`src/rtl/car_game_pkg.sv`:
```
// Shared game constants, state encoding and lane helpers for the car game pipeline.
// Also consumed by draw_dynamic_cars for its lane/car-size parameterisation.
package car_game_pkg;

    typedef enum logic [1:0] {
        ST_IDLE      = 2'd0,
        ST_RUN       = 2'd1,
        ST_CRASH     = 2'd2,
        ST_GAME_OVER = 2'd3
    } game_state_t;

    localparam logic [9:0] LANE0_X = 10'd200;
    localparam logic [9:0] LANE1_X = 10'd308;
    localparam logic [9:0] LANE2_X = 10'd416;

    localparam int CAR_WIDTH_DEF  = 23;
    localparam int CAR_HEIGHT_DEF = 33;

    // Taps 16,14,13,11 expressed as a bit mask over q[15:0]
    localparam logic [15:0] LFSR_SEED = 16'hACE1;
    localparam logic [15:0] LFSR_TAPS = 16'hB400;

    // Two random bits pick a lane; the spare code folds onto the middle lane
    function automatic logic [9:0] lane_x(input logic [1:0] sel);
        case (sel)
            2'd0:    return LANE0_X;
            2'd2:    return LANE2_X;
            default: return LANE1_X;
        endcase
    endfunction

    function automatic logic [9:0] next_lane_x(input logic [9:0] x);
        if (x == LANE0_X) return LANE1_X;
        if (x == LANE1_X) return LANE2_X;
        return LANE0_X;
    endfunction

endpackage

```
`src/rtl/traffic_car_controller_if.sv`:
```
// Frame-level control and car position bus between the game controller and the renderer.
interface traffic_car_controller_if;
    logic        frame_tick;
    logic        start;
    logic [9:0]  car_user_x;
    logic [9:0]  car2_x;
    logic [9:0]  car2_y;
    logic [9:0]  car3_x;
    logic [9:0]  car3_y;
    logic        show_cars;
    logic        crash;
    logic [15:0] score;
    logic [1:0]  state;

    modport master (
        output frame_tick, start, car_user_x,
        input  car2_x, car2_y, car3_x, car3_y, show_cars, crash, score, state
    );

    modport slave (
        input  frame_tick, start, car_user_x,
        output car2_x, car2_y, car3_x, car3_y, show_cars, crash, score, state
    );
endinterface

```
`src/rtl/lfsr16.sv`:
```
// 16-bit Fibonacci LFSR (taps 16,14,13,11), seeded on reset.
// Latency: new value 1 clk after each enabled edge. No backpressure.
module lfsr16
    import car_game_pkg::*;
#(
    parameter int OUT_W = 16
) (
    input  logic             clk,
    input  logic             rst_n,
    input  logic             en,
    output logic [OUT_W-1:0] rnd
);

    logic [15:0] q;

    always_ff @(posedge clk or negedge rst_n) begin
        if (!rst_n)  q <= LFSR_SEED;
        else if (en) q <= {q[14:0], ^(q & LFSR_TAPS)};
    end

    assign rnd = q[OUT_W-1:0];

endmodule

```
`src/rtl/traffic_car_controller.sv`:
```
// Game state and opponent car motion/respawn/collision; optional speed ramp via DIFFICULTY_RAMP_EN.
// Latency: outputs update 1 clk after frame_tick. No backpressure: every frame_tick is consumed.
module traffic_car_controller
    import car_game_pkg::*;
#(
    parameter int SCREEN_HEIGHT = 480,
    parameter int CAR_WIDTH     = CAR_WIDTH_DEF,
    parameter int CAR_HEIGHT    = CAR_HEIGHT_DEF,
    parameter int USER_Y        = 420,
    parameter int SPEED_INIT    = 2,
    parameter int SPEED_MAX     = 12,
    parameter int CAR3_START_Y  = 240,
    parameter int CRASH_FRAMES  = 64
) (
    input  logic                    clk,
    input  logic                    rst_n,
    traffic_car_controller_if.slave bus
);

    localparam int SPEED_W = $clog2(SPEED_MAX + 1);
    localparam int CNT_W   = $clog2(CRASH_FRAMES);

    game_state_t    st, st_n;
    logic [9:0]     c2x, c2y, c3x, c3y;
    logic [9:0]     c2x_n, c2y_n, c3x_n, c3y_n;
    logic [15:0]    score, score_n;
    logic [CNT_W-1:0] cnt, cnt_n;
    logic [1:0]     lane_sel;

`ifdef DIFFICULTY_RAMP_EN
    logic [SPEED_W-1:0] speed, speed_n;
    logic [15:0]        s1, s2;
    logic               bump;
`else
    wire  [SPEED_W-1:0] speed = SPEED_W'(SPEED_INIT);
`endif

    lfsr16 #(.OUT_W(2)) u_lfsr (
        .clk   (clk),
        .rst_n (rst_n),
        .en    (1'b1),
        .rnd   (lane_sel)
    );

    // All geometry is evaluated 11 bits wide so x+width / y+height never wrap
    function automatic logic overlap(input logic [9:0] ux, input logic [9:0] cx, input logic [9:0] cy);
        logic [10:0] u, x, y;
        u = {1'b0, ux};
        x = {1'b0, cx};
        y = {1'b0, cy};
        return (u < x + 11'(CAR_WIDTH)) && (x < u + 11'(CAR_WIDTH)) &&
               (11'(USER_Y) < y + 11'(CAR_HEIGHT)) && (y < 11'(USER_Y) + 11'(CAR_HEIGHT));
    endfunction

    logic [10:0] y2_sum, y3_sum;
    logic        resp2, resp3, hit, near2, near3;
    logic [9:0]  pick, new2_x, new3_x;
    logic [1:0]  inc;
    logic [16:0] score_sum;

    assign y2_sum    = {1'b0, c2y} + 11'(speed);
    assign y3_sum    = {1'b0, c3y} + 11'(speed);
    assign resp2     = y2_sum >= 11'(SCREEN_HEIGHT);
    assign resp3     = y3_sum >= 11'(SCREEN_HEIGHT);
    assign near2     = {1'b0, c2y} < 11'(2 * CAR_HEIGHT);
    assign near3     = {1'b0, c3y} < 11'(2 * CAR_HEIGHT);
    assign hit       = overlap(bus.car_user_x, c2x, c2y) | overlap(bus.car_user_x, c3x, c3y);
    assign pick      = lane_x(lane_sel);
    assign new2_x    = (pick == c3x && near3) ? next_lane_x(pick) : pick;
    // When both respawn together car3 must never share car2's fresh lane
    assign new3_x    = resp2 ? ((pick == new2_x) ? next_lane_x(pick) : pick)
                             : ((pick == c2x && near2) ? next_lane_x(pick) : pick);
    assign inc       = {1'b0, resp2} + {1'b0, resp3};
    assign score_sum = {1'b0, score} + 17'(inc);

`ifdef DIFFICULTY_RAMP_EN
    assign s1   = score + 16'd1;
    assign s2   = score + 16'd2;
    assign bump = (inc != 2'd0 && score != 16'hFFFF && s1[2:0] == 3'd0) ||
                  (inc == 2'd2 && score <  16'hFFFE && s2[2:0] == 3'd0);
`endif

    always_comb begin
        st_n    = st;
        c2x_n   = c2x;
        c2y_n   = c2y;
        c3x_n   = c3x;
        c3y_n   = c3y;
        score_n = score;
        cnt_n   = cnt;
`ifdef DIFFICULTY_RAMP_EN
        speed_n = speed;
`endif
        if (bus.frame_tick) begin
            case (st)
                ST_IDLE, ST_GAME_OVER: begin
                    if (bus.start) begin
                        st_n    = ST_RUN;
                        c2x_n   = LANE0_X;
                        c2y_n   = 10'd0;
                        c3x_n   = LANE2_X;
                        c3y_n   = 10'(CAR3_START_Y);
                        score_n = 16'd0;
`ifdef DIFFICULTY_RAMP_EN
                        speed_n = SPEED_W'(SPEED_INIT);
`endif
                    end
                end
                ST_RUN: begin
                    if (hit) begin
                        st_n  = ST_CRASH;
                        cnt_n = '0;
                    end else begin
                        c2y_n   = resp2 ? 10'd0 : y2_sum[9:0];
                        c3y_n   = resp3 ? 10'd0 : y3_sum[9:0];
                        if (resp2) c2x_n = new2_x;
                        if (resp3) c3x_n = new3_x;
                        score_n = score_sum[16] ? 16'hFFFF : score_sum[15:0];
`ifdef DIFFICULTY_RAMP_EN
                        if (bump && speed < SPEED_W'(SPEED_MAX)) speed_n = speed + 1'b1;
`endif
                    end
                end
                default: begin
                    if (cnt == CNT_W'(CRASH_FRAMES - 1)) st_n = ST_GAME_OVER;
                    else                                 cnt_n = cnt + 1'b1;
                end
            endcase
        end
    end

    always_ff @(posedge clk or negedge rst_n) begin
        if (!rst_n) begin
            st    <= ST_IDLE;
            c2x   <= LANE0_X;
            c2y   <= 10'd0;
            c3x   <= LANE2_X;
            c3y   <= 10'(CAR3_START_Y);
            score <= 16'd0;
            cnt   <= '0;
`ifdef DIFFICULTY_RAMP_EN
            speed <= SPEED_W'(SPEED_INIT);
`endif
        end else begin
            st    <= st_n;
            c2x   <= c2x_n;
            c2y   <= c2y_n;
            c3x   <= c3x_n;
            c3y   <= c3y_n;
            score <= score_n;
            cnt   <= cnt_n;
`ifdef DIFFICULTY_RAMP_EN
            speed <= speed_n;
`endif
        end
    end

    assign bus.car2_x    = c2x;
    assign bus.car2_y    = c2y;
    assign bus.car3_x    = c3x;
    assign bus.car3_y    = c3y;
    assign bus.score     = score;
    assign bus.state     = st;
    assign bus.crash     = (st == ST_CRASH) || (st == ST_GAME_OVER);
    assign bus.show_cars = (st == ST_CRASH) ? ~cnt[3] : 1'b1;

endmodule

```
`src/flat_wrapper.sv`:
```
// flat-port wrapper written by rule: the top's interface ports become plain ports
module traffic_car_controller_flat import car_game_pkg::*;
#(
    parameter int SCREEN_HEIGHT = 480,
    parameter int CAR_WIDTH     = CAR_WIDTH_DEF,
    parameter int CAR_HEIGHT    = CAR_HEIGHT_DEF,
    parameter int USER_Y        = 420,
    parameter int SPEED_INIT    = 2,
    parameter int SPEED_MAX     = 12,
    parameter int CAR3_START_Y  = 240,
    parameter int CRASH_FRAMES  = 64
)
  (clk, rst_n, bus_frame_tick, bus_start, bus_car_user_x, bus_car2_x, bus_car2_y, bus_car3_x, bus_car3_y, bus_show_cars, bus_crash, bus_score, bus_state);
  traffic_car_controller_if bus_i ();
  input  logic clk;
  input  logic rst_n;
  input wire logic [$bits(bus_i.frame_tick)-1:0] bus_frame_tick;
  input wire logic [$bits(bus_i.start)-1:0] bus_start;
  input wire logic [$bits(bus_i.car_user_x)-1:0] bus_car_user_x;
  output wire logic [$bits(bus_i.car2_x)-1:0] bus_car2_x;
  output wire logic [$bits(bus_i.car2_y)-1:0] bus_car2_y;
  output wire logic [$bits(bus_i.car3_x)-1:0] bus_car3_x;
  output wire logic [$bits(bus_i.car3_y)-1:0] bus_car3_y;
  output wire logic [$bits(bus_i.show_cars)-1:0] bus_show_cars;
  output wire logic [$bits(bus_i.crash)-1:0] bus_crash;
  output wire logic [$bits(bus_i.score)-1:0] bus_score;
  output wire logic [$bits(bus_i.state)-1:0] bus_state;
  assign bus_i.frame_tick = bus_frame_tick;
  assign bus_i.start = bus_start;
  assign bus_i.car_user_x = bus_car_user_x;
  assign bus_car2_x = bus_i.car2_x;
  assign bus_car2_y = bus_i.car2_y;
  assign bus_car3_x = bus_i.car3_x;
  assign bus_car3_y = bus_i.car3_y;
  assign bus_show_cars = bus_i.show_cars;
  assign bus_crash = bus_i.crash;
  assign bus_score = bus_i.score;
  assign bus_state = bus_i.state;
  traffic_car_controller #(.SCREEN_HEIGHT(SCREEN_HEIGHT), .CAR_WIDTH(CAR_WIDTH), .CAR_HEIGHT(CAR_HEIGHT), .USER_Y(USER_Y), .SPEED_INIT(SPEED_INIT), .SPEED_MAX(SPEED_MAX), .CAR3_START_Y(CAR3_START_Y), .CRASH_FRAMES(CRASH_FRAMES)) u_core (.clk(clk), .rst_n(rst_n), .bus(bus_i));
endmodule
```
`config.mk`:
```
export PLATFORM = sky130hd
export DESIGN_NAME = traffic_car_controller_flat
export DESIGN_NICKNAME = d
export VERILOG_FILES = /design/src/rtl/car_game_pkg.sv /design/src/rtl/traffic_car_controller_if.sv /design/src/rtl/lfsr16.sv /design/src/rtl/traffic_car_controller.sv /design/src/flat_wrapper.sv
export SDC_FILE = /design/constraint.sdc
export NUM_CORES = 1
export LEC_CHECK = 0
export ABC_AREA = 1
export BUFFER_PORTS_ARGS = -buffer_cell sky130_fd_sc_hd__buf_2
export CAP_MARGIN = 20
export CORE_ASPECT_RATIO = 0.75
export CORE_UTILIZATION = 26
export DETAILED_ROUTE_END_ITERATION = 8
export GPL_TIMING_DRIVEN = 0
export PLACE_DENSITY = 0.53
export SYNTH_ARGS = -nofsm -noshare
export SYNTH_HDL_FRONTEND = slang
export SYNTH_SLANG_ARGS = --single-unit
```
`constraint.sdc`:
```
create_clock -name clk -period 6.6 [get_ports clk]
set_clock_uncertainty 0.15 [all_clocks]
set_input_delay 0.33 -clock clk [delete_from_list [all_inputs] [get_ports clk]]
set_output_delay 0.33 -clock clk [all_outputs]
set_load 0.02 [all_outputs]
```
==> results.cfg <==
[final_layout]
nets = 844
layout-drive-gt1-share = 0.1866
area_delta_synth_final_pct = 18.95
diodes = 0
layout.cells.non_filler = 1040

[global_routing]
overflow = 0
grt_pass1_wl_mm = 21.61
grt_use_total = 0.1362
grt_max_degree = 67
grt_pass1_vias = 4212
antenna_found_initial = 0

[route]
first_pass_iters = 4
drc = 0
ant_nets = 0
wl_mm = 12.86
drt_iter0_drc = 237
wire_per_inst_um = 12.37
dr_total_vias = 4540
avgViaCountPerCell = 4.365

[logic_synthesis]
yosys-top-cells-count = 218 x nand2_1, 82 x inv_1, 80 x nand3_1
syn_inst = 704
syn_area_um2 = 5050
syn_area_per_cell_um2 = 7.173
ys_seq_elements = 66
yosysUniqueCellTypes = 43
synthArstFlopShare = 1.000
synth_largest_area_cell = dfrtp_1
synth_most_common_cell = nand2_1
synthFlopType = dfrtp_1
synth_area_leaders = dfrtp_1 25%, nand2_1 16%, ha_1 10%, dfstp_2 8.3%, nand3_1 7.9%
yosys.area.top_type_share = 0.2478
synth-edff-count = 0
ys_seq_area_frac = 0.3310
ys_warn_count = 0

[sta]
min_period_ns = 4.063
setup-tns-final_ns = 0
fin_crit_sh = 0.6157
rsz0062_at_grt = false
fmax_mhz = 246.1
worst_pin_slew_ns = 0.9093
finalHoldViolCount = 0
setup-violations-final = 0
relSlewSlack = 0.3938
worst_slack_ns = 2.537
slew_viol_final = 0

[run]
maxCapViolations = 0

[setup_path]
startpoint_type = register
setup.worst_path.end_class = register
cp.arrival_ns = 4.18
ff2ff_setup_slack_ns = 2.54
path_class = reg2reg
crit_required_ns = 6.72
critical_path.max_fanout = 10

[floorplan]
rows = 43
dieArea_um2 = 19990
die_y_um = 122.7
die-width_um = 162.9
initial_core_util = 0.2689
ioPinCount = 74
core_area_um2 = 18780

[power]
powerDensity_nw_per_um2 = 310.9
leakagePower_nw = 3.255
vdd_ir_drop_max_v = 0.0001545
totalPowerFinal_mw = 1.867

[clock_tree]
ctsHtreeMaxLevel = 3
clk_latency_ns = 0.33
cts-root-buf = clkbuf_16
cts_tree = built
post-cts-setup-buffers = 0
path_clk_slew_ns = 0.06
clock-sinks = 66
clockBufferDepth = 2
cts_buffers = 9

[hold_path]
min_path_type = reg2reg

[outcome]
status = completed

[placement]
gp_congestion = 0.7721
io_buffers = 65
hpwl_mm = 9.649
dp_cells = 1023
pre_cts_slack_ns = 2.588
routing by layer:
metal | global-route usage | up-vias | wire length [µm]
li1 | - | 2393 | -
met1 | 0.2016 | 2048 | 6751
met2 | 0.2000 | 92 | 5276
met3 | 0.02974 | 7 | 752
met4 | 0.02921 | 0 | 83
met5 | 0 | - | 0
power by group:
group	leakage [nW]	total (mW)	switching (mW)	internal [mW]
combinational	2.27	0.824	0.543	0.281
sequential	0.854	0.589	0.104	0.485
clock	0.133	0.454	0.195	0.259
total	3.26	1.87	0.842	1.03
area by class of cell:
class,count,area (µm²)
Buffer,32,205.2
Inverter,86,322.8
Clock inverter,7,58.81
Clock buffer,9,225.2
Tap cell,247,309.0
Sequential cell,66,1672
Fill cell,1996,12770
Multi-Input combinational cell,527,2877
Timing Repair Buffer,66,337.8
what timing repair did:
action	4_1_cts	5_1_grt
gates resized for setup	0	0
hold endpoints to repair	9	0
hold buffers	1	0
stage by stage:
| step | cell area (µm²) | util | hold slack (ns) |
|---|---|---|---|
| floorplan | 5076 | - | -0.1156 |
| detailed placement | 5713 | 0.3043 | 0.1847 |
| global route | 6007 | 0.3199 | 0.2101 |
| CTS | 6007 | 0.3199 | 0.2019 |
| global placement | 5710 | 0.3041 | 0.1834 |
| finish | 6007 | 0.3199 | 0.2007 |
cells by family (layout without fill, tap and decap cells):
kind of cell / count (synthesis) / count (layout) / share of synthesized area
xor+xnor: 31 / 31 / 0.05377
other cells: 1 / 8 / 0.0007426
fa+ha+maj: 42 / 42 / 0.1055
buf+inv: 118 / 200 / 0.1046
compound gates: 64 / 64 / 0.07260
simple gates: 382 / 382 / 0.3318
flops: 66 / 66 / 0.3310
worst max-delay path: stages (launching register included):
cell      delay [ns]
dfrtp_1         0.46
ha_1            0.26
nand3_1         0.16
xor2_1          0.22
nand3_1         0.11
o21ai_2         0.27
inv_2           0.12
fa_1            0.42
inv_1           0.07
ha_1            0.17
nand3_1         0.13
nor3_2          0.25
nand2_1         0.18
nor3_2          0.19
nand2_1         0.11
clkbuf_1        0.27
nand2_1         0.14
o21ai_1         0.06
inv_1           0.07
nand3_1         0.07
nand2_1         0.11
registers in the layout, indices dropped and copies added, names as in the netlist:
name / count
u_core.bus.score: 16
u_core.u_lfsr.q: 16
u_core.bus.car2_y: 9
u_core.bus.car3_y: 9
u_core.cnt: 6
u_core.bus.car2_x: 4
u_core.bus.car3_x: 4
u_core.bus.state: 2
placed cells by master (no fill, tap or decap), drive strengths merged, types with 2 or more instances in the layout:
| master | count |
|---|---|
| nand3 | 81 |
| nor2 | 45 |
| inv | 89 |
| conb | 8 |
| clkinv | 2 |
| ha | 41 |
| o21a | 2 |
| nand2 | 227 |
| clkinvlp | 2 |
| o21bai | 4 |
| a21boi | 2 |
| clkbuf | 17 |
| buf | 89 |
| nor3 | 12 |
| a21oi | 20 |
| xnor2 | 9 |
| a21o | 2 |
| xor2 | 22 |
| o21ai | 29 |
| nand4 | 7 |
| or2 | 5 |
| nand3b | 3 |
| dfrtp | 50 |
| dfstp | 16 |
worst paths after layout:
path,startpoint,endpoint,cells past startpoint
max in group asynchronous,rst_n,u_core.bus.score[15],2
worst min register to register,u_core.u_lfsr.q[9],u_core.u_lfsr.q[10],0
worst min-delay path,u_core.u_lfsr.q[9],u_core.u_lfsr.q[10],0
min in group asynchronous,rst_n,u_core.bus.car2_y[8],2
worst max-delay path,u_core.bus.car2_y[1],u_core.bus.score[15],20
worst max register to register,u_core.bus.car2_y[1],u_core.bus.score[15],20
(Power assumes the default switching activity.)
